[src/rtl/ldl_sfifo_ctl.sv]
// Show-ahead valid/ready FIFO controller around an external pseudo-dual-port RAM
// with a registered read port; a 2-entry output stage hides the read latency.
module ldl_sfifo_ctl #(
  parameter int DWIDTH = 8,
  parameter int DEEPTH = 10,
  parameter int AWIDTH = $clog2(DEEPTH),
  parameter int CWIDTH = $clog2(DEEPTH + 3)
) (
  input  logic              clk,
  input  logic              rst_n,
  input  logic              wr_valid,
  output logic              wr_ready,
  input  logic [DWIDTH-1:0] wr_data,
  output logic              rd_valid,
  input  logic              rd_ready,
  output logic [DWIDTH-1:0] rd_data,
  output logic [CWIDTH-1:0] level,
  output logic              ram_we,
  output logic [AWIDTH-1:0] ram_wa,
  output logic [DWIDTH-1:0] ram_din,
  output logic              ram_re,
  output logic [AWIDTH-1:0] ram_ra,
  input  logic [DWIDTH-1:0] ram_dout
);

  logic [AWIDTH-1:0] wptr, rptr;
  logic [CWIDTH-1:0] ram_cnt, ram_cnt_nxt, level_nxt;
  logic              rd_pend;
  logic              head_v, skid_v, head_v_nxt, skid_v_nxt;
  logic [DWIDTH-1:0] head_q, skid_q;
  logic              head_ld_ram, head_ld_skid, skid_ld;
  logic              push, pop;
  logic [1:0]        ostage_cnt;
  logic [2:0]        occ_after;

  function automatic logic [AWIDTH-1:0] ptr_inc(input logic [AWIDTH-1:0] p);
    return (p == AWIDTH'(DEEPTH - 1)) ? '0 : p + 1'b1;
  endfunction

  // Request side: RAM write and read issue
  assign wr_ready   = (ram_cnt != CWIDTH'(DEEPTH));
  assign push       = wr_valid & wr_ready;
  assign pop        = head_v & rd_ready;
  assign ostage_cnt = {1'b0, head_v} + {1'b0, skid_v};
  // Occupancy of the output stage once this cycle's pop leaves; pop implies head_v, so no underflow.
  assign occ_after  = {1'b0, ostage_cnt} + {2'b00, rd_pend} - {2'b00, pop};
  assign ram_re     = (ram_cnt != '0) && (occ_after < 3'd2);

  assign ram_we  = push;
  assign ram_wa  = wptr;
  assign ram_din = wr_data;
  assign ram_ra  = rptr;

  assign rd_valid = head_v;
  assign rd_data  = head_q;

  always_comb begin
    ram_cnt_nxt  = ram_cnt + CWIDTH'(push) - CWIDTH'(ram_re);
    head_v_nxt   = head_v;
    skid_v_nxt   = skid_v;
    head_ld_ram  = 1'b0;
    head_ld_skid = 1'b0;
    skid_ld      = 1'b0;
    if (pop) begin
      if (skid_v) begin
        head_ld_skid = 1'b1;
        if (rd_pend) skid_ld = 1'b1;
        else         skid_v_nxt = 1'b0;
      end else if (rd_pend) begin
        head_ld_ram = 1'b1;
      end else begin
        head_v_nxt = 1'b0;
      end
    end else if (rd_pend) begin
      if (!head_v) begin
        head_ld_ram = 1'b1;
        head_v_nxt  = 1'b1;
      end else begin
        skid_ld    = 1'b1;
        skid_v_nxt = 1'b1;
      end
    end
    level_nxt = ram_cnt_nxt + CWIDTH'(ram_re) + CWIDTH'(head_v_nxt) + CWIDTH'(skid_v_nxt);
  end

  // Stage p1: pointers, counters, in-flight read flag, output stage occupancy
  always_ff @(posedge clk or negedge rst_n) begin
    if (!rst_n) begin
      wptr    <= '0;
      rptr    <= '0;
      ram_cnt <= '0;
      rd_pend <= 1'b0;
      head_v  <= 1'b0;
      skid_v  <= 1'b0;
      level   <= '0;
      head_q  <= '0;
    end else begin
      if (push)   wptr <= ptr_inc(wptr);
      if (ram_re) rptr <= ptr_inc(rptr);
      ram_cnt <= ram_cnt_nxt;
      rd_pend <= ram_re;
      head_v  <= head_v_nxt;
      skid_v  <= skid_v_nxt;
      level   <= level_nxt;
      if (head_ld_ram)       head_q <= ram_dout;
      else if (head_ld_skid) head_q <= skid_q;
    end
  end

  always_ff @(posedge clk) begin
    if (skid_ld) skid_q <= ram_dout;
  end

  a_no_push_full: assert property (@(posedge clk) disable iff (!rst_n) ram_we |-> wr_ready);
  a_no_re_empty:  assert property (@(posedge clk) disable iff (!rst_n) ram_re |-> (ram_cnt != '0));
  a_ostage_max:   assert property (@(posedge clk) disable iff (!rst_n) ostage_cnt <= 2'd2);
  a_skid_free:    assert property (@(posedge clk) disable iff (!rst_n) !(rd_pend && skid_v && !pop));

endmodule

[config.mk]
export PLATFORM = sky130hd
export DESIGN_NAME = ldl_sfifo_ctl
export DESIGN_NICKNAME = d
export VERILOG_FILES = /design/src/rtl/ldl_sfifo_ctl.sv
export SDC_FILE = /design/constraint.sdc
export NUM_CORES = 1
export LEC_CHECK = 0
export ABC_AREA = 1
export CORE_MARGIN = 1
export CORE_UTILIZATION = 40
export CTS_BUF_LIST = sky130_fd_sc_hd__clkbuf_16
export CTS_CLUSTER_DIAMETER = 40
export DETAILED_ROUTE_END_ITERATION = 8
export GPL_TIMING_DRIVEN = 0
export PLACE_DENSITY = 0.69
export SETUP_SLACK_MARGIN = 0.02
export SYNTH_ARGS = -nofsm -noshare
export SYNTH_HDL_FRONTEND = slang
export SYNTH_SLANG_ARGS = --single-unit
[constraint.sdc]
create_clock -name clk -period 4.5 [get_ports clk]
set_clock_uncertainty 0.15 [all_clocks]
set_input_delay 0.675 -clock clk [delete_from_list [all_inputs] [get_ports clk]]
set_output_delay 0.675 -clock clk [all_outputs]
set_load 0.01 [all_outputs]
# After elaboration in Yosys (flattened, before gate mapping)
# Index checks and enable logic that the tools add are counted.
dict set report op_classes {
  addsub 10
  magnitude_cmp 1
  eq_ne 3
  n_mux 22
  bitwise_logic 2
  n_reduce_logical 3
}
# cell n
set ops {}
lappend ops {{two-way mux 1 bit} 18}
lappend ops {{adder 4 x 1 -> 4 bit} 4}
lappend ops {{two-way mux 8 bit} 2}
lappend ops {{adder 4 x 1 -> 4 bit (second input constant)} 2}
lappend ops {{equality test 4 bit (second input constant)} 2}
lappend ops {{two-way mux 4 bit} 2}
lappend ops {{!= test 4 bit (second input constant)} 1}
lappend ops {{nonzero test 4 bit} 1}
lappend ops {{subtractor 4 x 1 -> 4 bit} 1}
lappend ops {{adder 2 x 1 -> 3 bit} 1}
lappend ops {{< comparator 3 x 2 -> 1 bit (second input constant)} 1}
lappend ops {{subtractor 3 x 1 -> 3 bit} 1}
lappend ops {{adder 1 x 1 -> 2 bit} 1}
lappend ops {{bitwise AND 1 bit} 2}
lappend ops {{nonzero test 2 bit} 1}
lappend ops {{logical AND 1 bit} 1}
dict set report totals {
  ff_bits 35
  input_bits 20
  out_inout_bits 32
  wordCells 50
}

# Logic depth before layout (Yosys ltp)
# Gate-level depths: netlist of run 1.
dict set report logic_depth {
  depth_word 9
  mapped_depth 22
  depth_no_buf 22
}

# Least setup slack after synthesis of run 1
# No wires, ideal clock.
dict set report synth_timing {
  path_type {input-to-reg}
  start {input rd_ready}
  end {register level[2]}
  setup_time_ps 125
  t_arrival_ps 3456
  t_required_ps 4225
  slack_ps 769
  path_stages 20
  path_buffers 0
  cell_sequence {nand2_2 -> inv_1 -> ha_1 -> inv_1 -> ha_1 -> nand2_1 -> nand2_1 -> nand2_1 -> nand2_2 -> nor2_4 -> nand2_2 -> nand2_1 -> ha_1 -> inv_1 -> fa_1 -> inv_1 -> ha_1 -> inv_1 -> fa_1 -> xor2_1}
}
dict set report synth_via {
  elab_chain_cells 8
  elab_cells_between_ends 10
  classes_between {add/sub: 5; order compare: 1; mux: 2; bitwise: 1; reduce/logical: 1}
}
# item line_no
set synth_rtl {}
lappend synth_rtl {{from (decl)} 15} ;# input logic rd_ready,
lappend synth_rtl {{bitwise AND 1 bit} 43} ;# assign pop = head_v & rd_ready;
lappend synth_rtl {{subtractor 3 x 1 -> 3 bit} 46} ;# assign occ_after = {1'b0, ostage_cnt} + {2'b00, rd_pend} - {2'b00, pop};
lappend synth_rtl {{< comparator 3 x 2 -> 1 bit} 47} ;# assign ram_re = (ram_cnt != '0) && (occ_after < 3'd2);
lappend synth_rtl {{logical AND 1 bit} 47}
lappend synth_rtl {{via ram_re} 21} ;# output logic ram_re,
lappend synth_rtl {{subtractor 4 x 1 -> 4 bit} 58} ;# ram_cnt_nxt = ram_cnt + CWIDTH'(push) - CWIDTH'(ram_re);
lappend synth_rtl {{via ram_cnt_nxt[0]} 27} ;# logic [CWIDTH-1:0] ram_cnt, ram_cnt_nxt, level_nxt;
lappend synth_rtl {{adder 4 x 1 -> 4 bit (3 in series)} 83} ;# level_nxt = ram_cnt_nxt + CWIDTH'(ram_re) + CWIDTH'(head_v_nxt) + CWIDTH'(skid_v_nxt);
lappend synth_rtl {{via level_nxt[2]} 27}
lappend synth_rtl {{to (signal assigned)} 104} ;# level <= level_nxt;
lappend synth_rtl {{to (decl)} 17} ;# output logic [CWIDTH-1:0] level,
# The timed path passes the listed nets, and every way through them passes these cells.
# A chain may end at the register's enable or synchronous reset.

# Final worst setup path of run 1
dict set report layout_timing {
  start {input rd_ready}
  end {register level[2]}
}
dict set report layout_via {
  elab_chain_cells 8
  elab_cells_between_ends 10
  classes_between {add/sub: 5; order compare: 1; mux: 2; bitwise: 1; reduce/logical: 1}
}
# item line_no
set layout_rtl {}
lappend layout_rtl {{bitwise AND 1 bit} 43}
lappend layout_rtl {{subtractor 3 x 1 -> 3 bit} 46}
lappend layout_rtl {{< comparator 3 x 2 -> 1 bit} 47}
lappend layout_rtl {{logical AND 1 bit} 47}
lappend layout_rtl {{subtractor 4 x 1 -> 4 bit} 58}
lappend layout_rtl {{via ram_cnt_nxt[0]} 27}
lappend layout_rtl {{adder 4 x 1 -> 4 bit (3 in series)} 83}
lappend layout_rtl {{via level_nxt[2]} 27}
# The timed path passes the listed nets, and every way through them passes these cells.

==> metrics.csv, run 1 <==
metric,value,unit
status,completed,
CTS Sinks,35,
Area Overhead vs Synth,36.67,%
post-route minimum period,4.082,ns
H-tree depth,2,
GR Util All Layers,17.21,%
# hold bufs at CTS,0,
f_max,245.0,MHz
Worst setup SP type,primary input,
"Net Count, Synth",249,
reg2reg path depth,20,
CP Max Fanout,5,
gpl congestion,0.7553,
syn_area_per_cell,8.585,um^2
Post-Syn Instances,217,
Reg area,915.9,um^2
multi-input logic area,715.7,um^2
Starting Density,42.21,%
Yosys top cell area share,36.27,%
Final setup viols,0,
DRC,0,
Final Hold Slack,0.2569,ns
synth warn,0,
hpwl dp,2534,um
Die ar.,0.004934,mm^2
Rows,24,
"commonest non-fill, non-tap cell in the layout",nand2_1,
n_diodes,0,
PortBufs,43,
layout cell share with drive strength beyond 1,11.94,%
vias in the first global route,1518,
Setup Buffers After CTS,0,
critical path type,in2reg,
Num CTS Buffers,5,
worst skew pair latency,0.28,ns
sequential area share after synthesis,49.16,%
max_slew headroom,48.94,%
largest net degree at the start of global routing,28,
wire length per cell after detailed routing,10.77,um
"Async S/R FF share, synth",77.14,%
P per Cell Area,976.0,mW/mm^2
mapped cell area,0.001863,mm^2
most used flip-flop cell after synthesis,dfrtp_1,
worst min path class,in2async,
crit end category,register,
drt pass-1 iters,4,
Leak,1.309,nW
Worst Tran Pin Value,0.7630,ns
pins over their slew limit,0,
pre-CTS WS,0.1335,ns
post-synthesis cell type count,23,
Filler Cell Count,382,
vias,1459,
Core ar.,0.004414,mm^2
Synth area leaders,"dfrtp_1, nand2_1, edfxtp_1, inv_1, ha_1",
Clock Pin Slew Worst Setup and Hold Paths,0.06,ns
CP required,4.51,ns
cell taking the most area after synthesis,dfrtp_1,
final WL,3445,um
setup TNS,0,ns
chip width,70.25,um
CTS tree,yes,
ANT nets after route,0,
first-pass GRT wire length,6589,um
initial DRC count,65,
"Hold Violations, Final",0,
number of synthesized flops with an enable pin,8,
Nets,299,
clock buffer depth,2,
final worst slack,0.4179,ns
"commonest cells after routing, fill and taps aside","nand2_1, clkdlybuf4s50_1, inv_1",
Chip Height,70.25,um
post-CTS resize count,0,
Tcrit/Tclk final,90.71,%
# Max-Cap Violations,0,
Via-to-Cell Ratio,4.559,
setup repair after global routing missed its margin,no,
final instance area,0.002546,mm^2
Worst VDD drop,0.5127,mV
global route overflow,0,
"Arr. time, crit path",4.09,ns
IO Pins,52,
Root Buffer Master,clkbuf_16,
DP Area,0.002359,mm^2
initial antenna violation count,0,
#FFs+latches synth,35,
path summary, 6_finish.rpt:
path / from / end / slack (ns)
worst max register to register: rd_valid$_DFF_PN0_ / level[2]$_DFF_PN0_ / 0.81
worst max-delay path: rd_ready / level[2]$_DFF_PN0_ / 0.42
min in group clk: skid_q[7]$_DFFE_PP_ / rd_data[7]$_DFFE_PN0P_ / 0.32
worst min register to register: skid_q[7]$_DFFE_PP_ / rd_data[7]$_DFFE_PN0P_ / 0.32
max in group asynchronous: rst_n / ram_wa[2]$_DFFE_PN0P_ / 3.54
worst min-delay path: rst_n / rd_data[6]$_DFFE_PN0P_ / 0.26
cell families (layout without fill, tap and decap cells):
group,Yosys count,count (layout),share of synthesized area [%]
AOI/OAI and AO/OA,8,8,2.350
xor gates and xnor gates,2,2,0.9404
adders and majority gates,12,12,9.268
buffers and inverters,53,104,12.42
DFF,35,35,49.16
and+or+nand+nor,107,107,25.86
cell type report:
cell class / instances / share of cell area, %
Tap cell: 52 / 2.555
Clock inverter: 3 / 2.654
Buffer: 8 / 2.359
Multi-Input combinational cell: 129 / 28.11
Sequential cell: 35 / 35.97
Clock buffer: 5 / 4.914
Inverter: 45 / 6.732
Timing Repair Buffer: 43 / 16.71
metrics by stage:
| stage | instances | utilization [%] | total power [mW] |
|---|---|---|---|
| 6_report | 320 | 57.68 | 2.485 |
| 5_1_grt | 320 | 57.68 | 2.796 |
| 4_1_cts | 320 | 57.79 | 2.544 |
| 3_5_place_dp | 312 | 53.43 | 2.060 |
| 3_3_place_gp | 312 | 53.43 | 1.997 |
| 2_1_floorplan | 217 | - | 1.588 |
where the power goes:
| part | leakage (nW) | internal [mW] | switching, mW |
|---|---|---|---|
| clock network | 0.0900 | 0.317 | 0.130 |
| logic | 0.824 | 0.622 | 0.792 |
| registers | 0.395 | 0.514 | 0.110 |
| total | 1.31 | 1.45 | 1.03 |
Yosys cell counts (2+ instances only):
| library cell | count |
|---|---|
| nand3_1 | 18 |
| o21ai_1 | 3 |
| buf_4 | 8 |
| nand2_1 | 70 |
| ha_1 | 9 |
| nor2_1 | 7 |
| nand2_2 | 4 |
| fa_1 | 3 |
| inv_1 | 39 |
| inv_2 | 5 |
| edfxtp_1 | 8 |
| dfrtp_1 | 27 |
| nand4_1 | 3 |
| xor2_1 | 2 |
| o21ai_0 | 3 |
metal layers:
metal	routed length, um	global-route usage [%]	part of all wire [%]	vias to the layer above
met3	181	4.906	5.3	6
met1	1563	20.45	45	663
met5	0	0	0	-
met2	1631	28.89	47	38
li1	-	-	-	752
met4	68	7.333	2.0	0
state kept, by name, summed over array words and instances, names as in the netlist:
| name | count |
|---|---|
| ram_cnt | 4 |
| skid_v | 1 |
| skid_q | 8 |
| rd_data | 8 |
| ram_ra | 4 |
| ram_wa | 4 |
| rd_valid | 1 |
| rd_pend | 1 |
| level | 4 |
worst max-delay path: stages:
cell and delay, ns:
clkdlybuf4s50_1 0.43, nand2_2 0.16, inv_1 0.06, ha_1 0.26
inv_1 0.03, ha_1 0.26, nand2_1 0.08, nand2_1 0.05
nand2_1 0.10, nand2_2 0.09, nor2_4 0.15, nand2_2 0.10
nand2_1 0.07, ha_1 0.24, inv_1 0.08, fa_1 0.41
inv_1 0.07, ha_1 0.16, inv_1 0.05, fa_1 0.38
xor2_1 0.17
No activity file was read; power rests on OpenSTA's default activity.
==> run 2: changes to the inputs <==
--- a/config.mk
+++ b/config.mk
@@ -8,7 +8,7 @@
 export ABC_AREA = 1
 export CORE_MARGIN = 1
 export CORE_UTILIZATION = 40
-export CTS_BUF_LIST = sky130_fd_sc_hd__clkbuf_16
+export CTS_BUF_LIST = sky130_fd_sc_hd__clkbuf_4 sky130_fd_sc_hd__clkbuf_8
 export CTS_CLUSTER_DIAMETER = 40
 export DETAILED_ROUTE_END_ITERATION = 8
 export GPL_TIMING_DRIVEN = 0
==> metrics.csv, run 2 (synthesized netlist as in run 1, its figures left out) <==
metric,value,unit,change
status,completed,,
Via-to-Cell Ratio,4.553,,-0.14%
Worst setup SP type,primary input,,
initial DRC count,58,,-11%
Worst Tran Pin Value,0.7606,ns,-0.002437 ns
"commonest non-fill, non-tap cell in the layout",nand2_1,,
gpl congestion,0.7553,,unchanged
Leak,1.283,nW,-2.0%
Num CTS Buffers,5,,unchanged
CP required,4.52,ns,about the same
global route overflow,0,,unchanged
drt pass-1 iters,4,,unchanged
DRC,0,,unchanged
# Max-Cap Violations,0,,unchanged
CP Max Fanout,5,,unchanged
"Hold Violations, Final",0,,unchanged
post-CTS resize count,0,,unchanged
Worst VDD drop,0.4714,mV,-8.1%
CTS tree,yes,,
Setup Buffers After CTS,0,,unchanged
vias,1457,,-0.14%
PortBufs,43,,unchanged
"Arr. time, crit path",4.08,ns,about the same
worst skew pair latency,0.29,ns,about the same
worst r2r src,rd_valid$_DFF_PN0_,,
Nets,299,,unchanged
Reg-to-Reg End,level[2]$_DFF_PN0_,,
# hold bufs at CTS,0,,unchanged
"setup slack, reg-to-reg",0.83,ns,+0.02 ns
crit end category,register,,
pins over their slew limit,0,,unchanged
setup repair after global routing missed its margin,no,,
Clock Pin Slew Worst Setup and Hold Paths,0.08,ns,+0.02 ns
vias in the first global route,1470,,-3.2%
initial antenna violation count,0,,unchanged
final WL,3366,um,-2.3%
overall power,2.353,mW,-5.3%
largest net degree at the start of global routing,28,,unchanged
worst min path class,in2async,,
chip width,70.25,um,unchanged
n_diodes,0,,unchanged
pre-CTS WS,0.1335,ns,unchanged
Die ar.,0.004934,mm^2,unchanged
CP top delay family,adder cells,,
max_slew headroom,49.11,%,+0.16 points
H-tree depth,2,,unchanged
final core utilization,56.41,%,-1.3 points
final worst slack,0.4464,ns,+0.02849 ns
ANT nets after route,0,,unchanged
number of buffers and inverters on the critical path,6,,unchanged
layout cell share with drive strength beyond 1,11.94,%,unchanged
critical path's most frequent cell,inv_1,,
hpwl dp,2534,um,unchanged
Core ar.,0.004414,mm^2,unchanged
slowest CP cell,clkdlybuf4s50_1,,
critical path type,in2reg,,
Tcrit/Tclk final,90.08,%,-0.63 points
reg2reg path depth,20,,unchanged
wire length per cell after detailed routing,10.52,um,-2.3%
IO Pins,52,,unchanged
Final setup viols,0,,unchanged
f_max,246.7,MHz,+0.70%
"Cell Chain, Critical Path",clkdlybuf4s50_1 -> nand2_2 -> inv_1 -> ha_1 -> inv_1 -> ha_1 -> nand2_1 -> nand2_1 -> nand2_1 -> nand2_2 -> nor2_4 -> nand2_2 -> nand2_1 -> ha_1 -> inv_1 -> fa_1 -> inv_1 -> ha_1 -> inv_1 -> fa_1 -> xor2_1,,
Rows,24,,unchanged
Root Buffer Master,clkbuf_8,,
setup TNS,0,ns,unchanged
Starting Density,42.21,%,unchanged
CTS Sinks,35,,unchanged
post-route minimum period,4.054,ns,-0.02849 ns
GR Util All Layers,16.62,%,-0.58 points
Chip Height,70.25,um,unchanged
Area Overhead vs Synth,33.65,%,
CP max stage delay,0.43,ns,about the same
P per Cell Area,945.1,mW/mm^2,-3.2%
"commonest cells after routing, fill and taps aside","nand2_1, clkdlybuf4s50_1, inv_1",,
clock buffer depth,2,,unchanged
first-pass GRT wire length,6389,um,-3.0%
[run 2: where the power goes]
part | internal, mW | switching (mW) | total [mW]
sequential | 0.513 | 0.109 | 0.622
combinational | 0.617 | 0.775 | 1.39
clock | 0.221 | 0.119 | 0.340
total | 1.35 | 1.00 | 2.35
[run 2: layout make-up]
cell class / instances / area [um^2]
plain buffers: 8 / 60.06
clock buffers: 5 / 68.82
clock inverters: 3 / 67.56
fillers: 395 / 1924
inverters: 45 / 171.4
multi-input cells: 129 / 715.7
flip-flops and latches: 35 / 915.9
well taps: 52 / 65.06
repair buffers: 43 / 425.4
[run 2: how the worst max path moves through the flow]
| stage | start | end | slack [ns] | cells after the start |
|---|---|---|---|---|
| 2_1_floorplan | rd_ready | level[2]$_DFF_PN0_ | 0.77 | 20 |
| 3_3_place_gp | rd_ready | level[2]$_DFF_PN0_ | 0.16 | 21 |
| 3_5_place_dp | rd_ready | level[2]$_DFF_PN0_ | 0.13 | 21 |
| 4_1_cts | rd_ready | level[2]$_DFF_PN0_ | 0.43 | 21 |
| 5_1_grt | rd_ready | level[2]$_DFF_PN0_ | 0.22 | 21 |
| 6_report | rd_ready | level[2]$_DFF_PN0_ | 0.45 | 21 |
[run 2: routing by layer]
layer / global-route usage [%] / up-vias / wire (um) / share of wire [%]
met3: 5.339 / 5 / 206 / 6.1
met4: 6.000 / 0 / 40 / 1.2
met1: 20.82 / 661 / 1539 / 46
met2: 26.77 / 37 / 1580 / 47
met5: 0 / - / 0 / 0
li1: - / 754 / - / -
[run 2: metrics by stage]
stage | area, um^2 | hold slack [ns] | cells
6_report | 2490 | 0.2369 | 320
5_1_grt | 2490 | 0.2761 | 320
4_1_cts | 2495 | 0.3210 | 320
3_5_place_dp | 2359 | 0.2995 | 312
3_3_place_gp | 2359 | 0.2949 | 312
2_1_floorplan | 1863 | 0.2294 | 217
==> edit 1 (config.mk and constraints of run 2) <==
Reset style: synchronous (`rst_n`), changed in one clocked block.
--- a/src/rtl/ldl_sfifo_ctl.sv
+++ b/src/rtl/ldl_sfifo_ctl.sv
@@ -85,5 +85,5 @@
 
   // Stage p1: pointers, counters, in-flight read flag, output stage occupancy
-  always_ff @(posedge clk or negedge rst_n) begin
+  always_ff @(posedge clk) begin
     if (!rst_n) begin
       wptr    <= '0;
Check against the original RTL: differs if rst_n is asserted again (counterexample within 4 cycles, from zero or initial values and one cycle with rst_n low); with rst_n held inactive, the same outputs for 10 cycles.
==> edit 1 against run 2 <==
Global-route usage down 0.80 points; sequential cell count unchanged; power down 37%; maximum frequency down 1.4%; first-iteration DRC count down 5.2%; clock power down 32%; area after synthesis down 2.2%; final area down 3.4%; register-to-register slack about the same; routed wire length up 6.5%; worst setup slack worse by 56 ps; sequential share of layout area down 4.3 points; final cell count up 4.7%; critical path type unchanged; largest power group unchanged; highest routed layer unchanged.
==> edit 1: results (changes against run 2) <==
| Metric | Value |
|---|---|
| Status | complete, no violations |
| Share of post-route cells with drive strength above 1 | 11.3% (-0.63 points) |
| Number of DRC markers in iteration 0 | 55 (-5.2%) |
| Final GP Congestion | 0.752 (-0.41%) |
| Top cell category | multi-input gates |
| Design area | 2410 sq um (-3.4%) |
| Multi-input logic portion of the cell area | 32.8% (+4.0 points) |
| Mean area per synthesized cell | 7.85 sq um (-8.5%) |
| Pleak | 1.09 nW (-15%) |
| Number of global-route vias before repair | 1412 (-3.9%) |
| Max incr delay on CP | 450 ps (+20 ps) |
| All-Layer GR Usage | 15.8% (-0.80 points) |
| Peak VDD IR | 0.000406 V (-14%) |
| Synth cell count leaders | nand2_1 (47), inv_1 (41), dfxtp_1 (27), nand3_1 (27), nor2_1 (19) |
| Critical-path maximum fanout | 10 (+5) |
| Signal buffers | 55 (+7.8%) |
| Grt met3 use | 4.22% (-1.1 points) |
| NonClk Buf Share | 21.5% (+2.0 points) |
| Placed cell area | 2320 sq um (-1.8%) |
| Synth top area cells | dfxtp_1 (30%), edfxtp_1 (13%), nand2_1 (9.7%), inv_1 (8.4%), nand3_1 (7.4%) |
| Syn Nets | 264 (+6.0%) |
| First-pass GRT wire length | 6130 um (-4.1%) |
| Fill cells | 438 (+11%) |
| Met2 wire length | 1660 um (+4.8%) |
| Largest net degree at the start of global routing | 11 (-61%) |
| GR Util met2 | 25.7% (-1.1 points) |
| Cell Count, Final, Fillers Out | 335 (+4.7%) |
| Net load switching power | 0.599 mW (-40%) |
| Net Sw Frac | 40.3% (-2.3 points) |
| Multi-input gates | 141 (+9.3%) |
| Sequential fraction of the synthesis area | 42.9% (-6.3 points) |
| Via count | 1554 (+6.7%) |
| Nets@finish | 314 (+5.0%) |
| Met1 Resource Use GR | 20.0% (-0.78 points) |
| Reg clk slew, reported paths | 60 ps (-20 ps) |
| Die Span X | 69.5 um (-1.1%) |
| Distinct cell type count after synthesis | 26 (+13%) |
| Wirelength per Cell | 10.7 um (+1.7%) |
| Worst min-delay path class | reg2reg |
==> edit 1: cell families after synthesis <==
kind of cell	after synthesis	share of synthesized area, %
flip-flops	35	42.9
AND/OR/NAND/NOR	105	26.4
AO/OA/AOI/OAI	22	6.39
adder cells (fa/ha/maj)	12	9.48
XOR/XNOR	2	0.962
buffers and inverters	56	13.9
==> edit 1: path summary, 6_finish.rpt <==
| check | startpoint | to | slack [ps] | cells after the start |
|---|---|---|---|---|
| worst max-delay path | rd_ready | level[2]$_SDFF_PN0_ | 390 | 21 |
| worst min-delay path | rd_data[0]$_SDFFE_PN0P_ | rd_data[0]$_SDFFE_PN0P_ | 330 | 2 |
| worst max register to register | rd_pend$_SDFF_PN0_ | level[2]$_SDFF_PN0_ | 830 | 20 |
| worst min register to register | rd_data[0]$_SDFFE_PN0P_ | rd_data[0]$_SDFFE_PN0P_ | 330 | 2 |
==> edit 2 (config.mk and constraints of run 2) <==
Without the edit above. The parameter `DWIDTH` goes from 8 to 6.
--- a/src/rtl/ldl_sfifo_ctl.sv
+++ b/src/rtl/ldl_sfifo_ctl.sv
@@ -2,5 +2,5 @@
 // with a registered read port; a 2-entry output stage hides the read latency.
 module ldl_sfifo_ctl #(
-  parameter int DWIDTH = 8,
+  parameter int DWIDTH = 6,
   parameter int DEEPTH = 10,
   parameter int AWIDTH = $clog2(DEEPTH),
Ports: changed (resized ram_din, ram_dout, rd_data and wr_data); port bits go from 52 to 44. The function was not compared with the original's and may differ.
==> edit 2 against run 2 <==
Sequential cell count down 4; hold slack better by 80 ps; final area shrank 10%; final cell count decreased by 7.8%; non-clock buffer count is 8 lower; area after synthesis shrank 8.5%; worst setup slack worse by 32 ps; routed wire length is 11% lower; critical path depth is the same; first-iteration DRC count rose by 26%; largest cell class unchanged.
Power is not shown: default switching activity piles up to over one toggle a cycle in this logic, so the estimate is an artifact.
==> edit 2: results (changes against run 2) <==
| Metric | Value |
|---|---|
| Worst min-delay path class | reg2reg |
| Multiplexer area fraction after synthesis | 0% (unchanged) |
| R2R depth | 20 (unchanged) |
| Sequential Area | 806 sq um (-12%) |
| Die area | 4530 sq um (-8.3%) |
| Worst Setup Slack, final | 414 ps (-32.4 ps) |
| Post-synth EDFFs | 6 (-2) |
| Share of post-route cells with drive strength above 1 | 12.7% (+0.71 points) |
| Synth top area cells | dfrtp_1 (37%), nand2_1 (14%), edfxtp_1 (11%), inv_1 (8.4%), ha_1 (6.6%) |
| Placement-stage worst setup slack | 91.8 ps (-41.8 ps) |
| Worst-Margin Slew | 1170 ps (+407 ps) |
| Asr flop ratio synth | 80.6% (+3.5 points) |
| Wirelength per Cell | 10.1 um (-3.8%) |
| ANT cells | 0 (unchanged) |
| Final GP Congestion | 0.763 (+0.97%) |
| Post-CTS resize count | 0 (unchanged) |
| FF-to-FF Start | rd_valid$_DFF_PN0_ |
| Number of global-route vias before repair | 1160 (-21%) |
| Clock buffer depth | 2 (unchanged) |
| Number of DRC markers in iteration 0 | 73 (+26%) |
| Distinct cell type count after synthesis | 22 (-4.3%) |
| Pre-antenna DRT Iters | 4 (unchanged) |
| Synth Flop Type | dfrtp_1 |
| Sequential fraction of the synthesis area | 47.3% (-1.9 points) |
| I/O Buffers | 37 (-14%) |
| CP max stage cell | clkdlybuf4s50_1 |
| Reg clk slew, reported paths | 70 ps |
| Status | complete, no violations |
| Critical path endpoint | level[2]$_DFF_PN0_ |
| First-pass GRT wire length | 4990 um (-22%) |
| Adder-Cell Fraction of Synth Area | 10.1% (+0.86 points) |
| Cells after DPL | 287 (-8.0%) |
| Largest net degree at the start of global routing | 26 (-7.1%) |
| Worst path arrival time | 4100 ps (+20 ps) |
| Postcts setup bufs | 0 (unchanged) |
| Syn Nets | 228 (-8.4%) |
| All-Layer GR Usage | 15.4% (-1.2 points) |
| Nets@finish | 272 (-9.0%) |
| Post-detail-place hpwl | 2180 um (-14%) |
| Synth Area in Compound Gates | 2.35% (about the same) |
| Synth cell count leaders | nand2_1 (62), inv_1 (38), dfrtp_1 (25) |
| Mean area per synthesized cell | 8.52 sq um (-0.75%) |
| Via count | 1299 (-11%) |
| Max incr delay on CP | 440 ps |
| CTS root buf | clkbuf_8 |
| R2R setup slack | 800 ps (-30 ps) |
| Clk Latency, worst-skew pair | 290 ps (about the same) |
| WL final | 2990 um (-11%) |
| H-Tree Depth | 2 (unchanged) |
| Placed cell area | 2140 sq um (-9.4%) |
| Fill cells | 374 (-5.3%) |
| CP Launch Point | rd_ready |
| Largest delay share family, worst path | adder cells |
| Xor/xnor share of the synthesized area | 1.03% (+0.088 points) |
| Critical-path maximum fanout | 5 (unchanged) |
| Total CTS buffers | 5 (unchanged) |
edit 2: cell count changes in the layout (fill, tap and decap cells not counted), moves of 2 or more:
cell,before,now
buf_4,8,6
bufinv_16,2,0
clkdlybuf4s50_1,42,37
dfrtp_1,27,25
edfxtp_1,8,6
nand2_1,70,62
nand2_2,4,6
nand3_1,18,13
nand3_2,1,3
edit 2: how the worst min path moves through the flow:
| stage | from | endpoint | slack, ps |
|---|---|---|---|
| after detailed placement | skid_q[1]$_DFFE_PP_ | rd_data[1]$_DFFE_PN0P_ | 310 |
| final | skid_q[1]$_DFFE_PP_ | rd_data[1]$_DFFE_PN0P_ | 320 |
| after CTS | skid_q[1]$_DFFE_PP_ | rd_data[1]$_DFFE_PN0P_ | 320 |
| after floorplan | rst_n | level[0]$_DFF_PN0_ | 230 |
| after global placement | skid_q[1]$_DFFE_PP_ | rd_data[1]$_DFFE_PN0P_ | 300 |
| after global routing | skid_q[1]$_DFFE_PP_ | rd_data[1]$_DFFE_PN0P_ | 370 |
edit 2: per-layer routing:
layer  wire length [um]  part of all wire [%]  track usage (%)  vias to the layer above
met1               1470                    49             19.4                      573
met2               1290                    43             23.8                       32
met4                 59                   2.0             8.78                        0
met5                  0                     0                0                        -
li1                   -                     -                -                      688
met3                169                   5.7             4.22                        6
edit 2: layout make-up:
class                      instances  area share [%]
buffer                             6            2.02
clock buffer                       7            4.04
clock inverter                     1           0.224
inverter                          43            7.34
multi-input combinational        120            30.9
sequential                        31            36.1
tap                               50            2.80
timing repair buffer              37            16.6
edit 2: worst min-delay path: stages (launching register included):
cell and delay, ps:
edfxtp_1 320, nand2_1 50, nand3_1 60
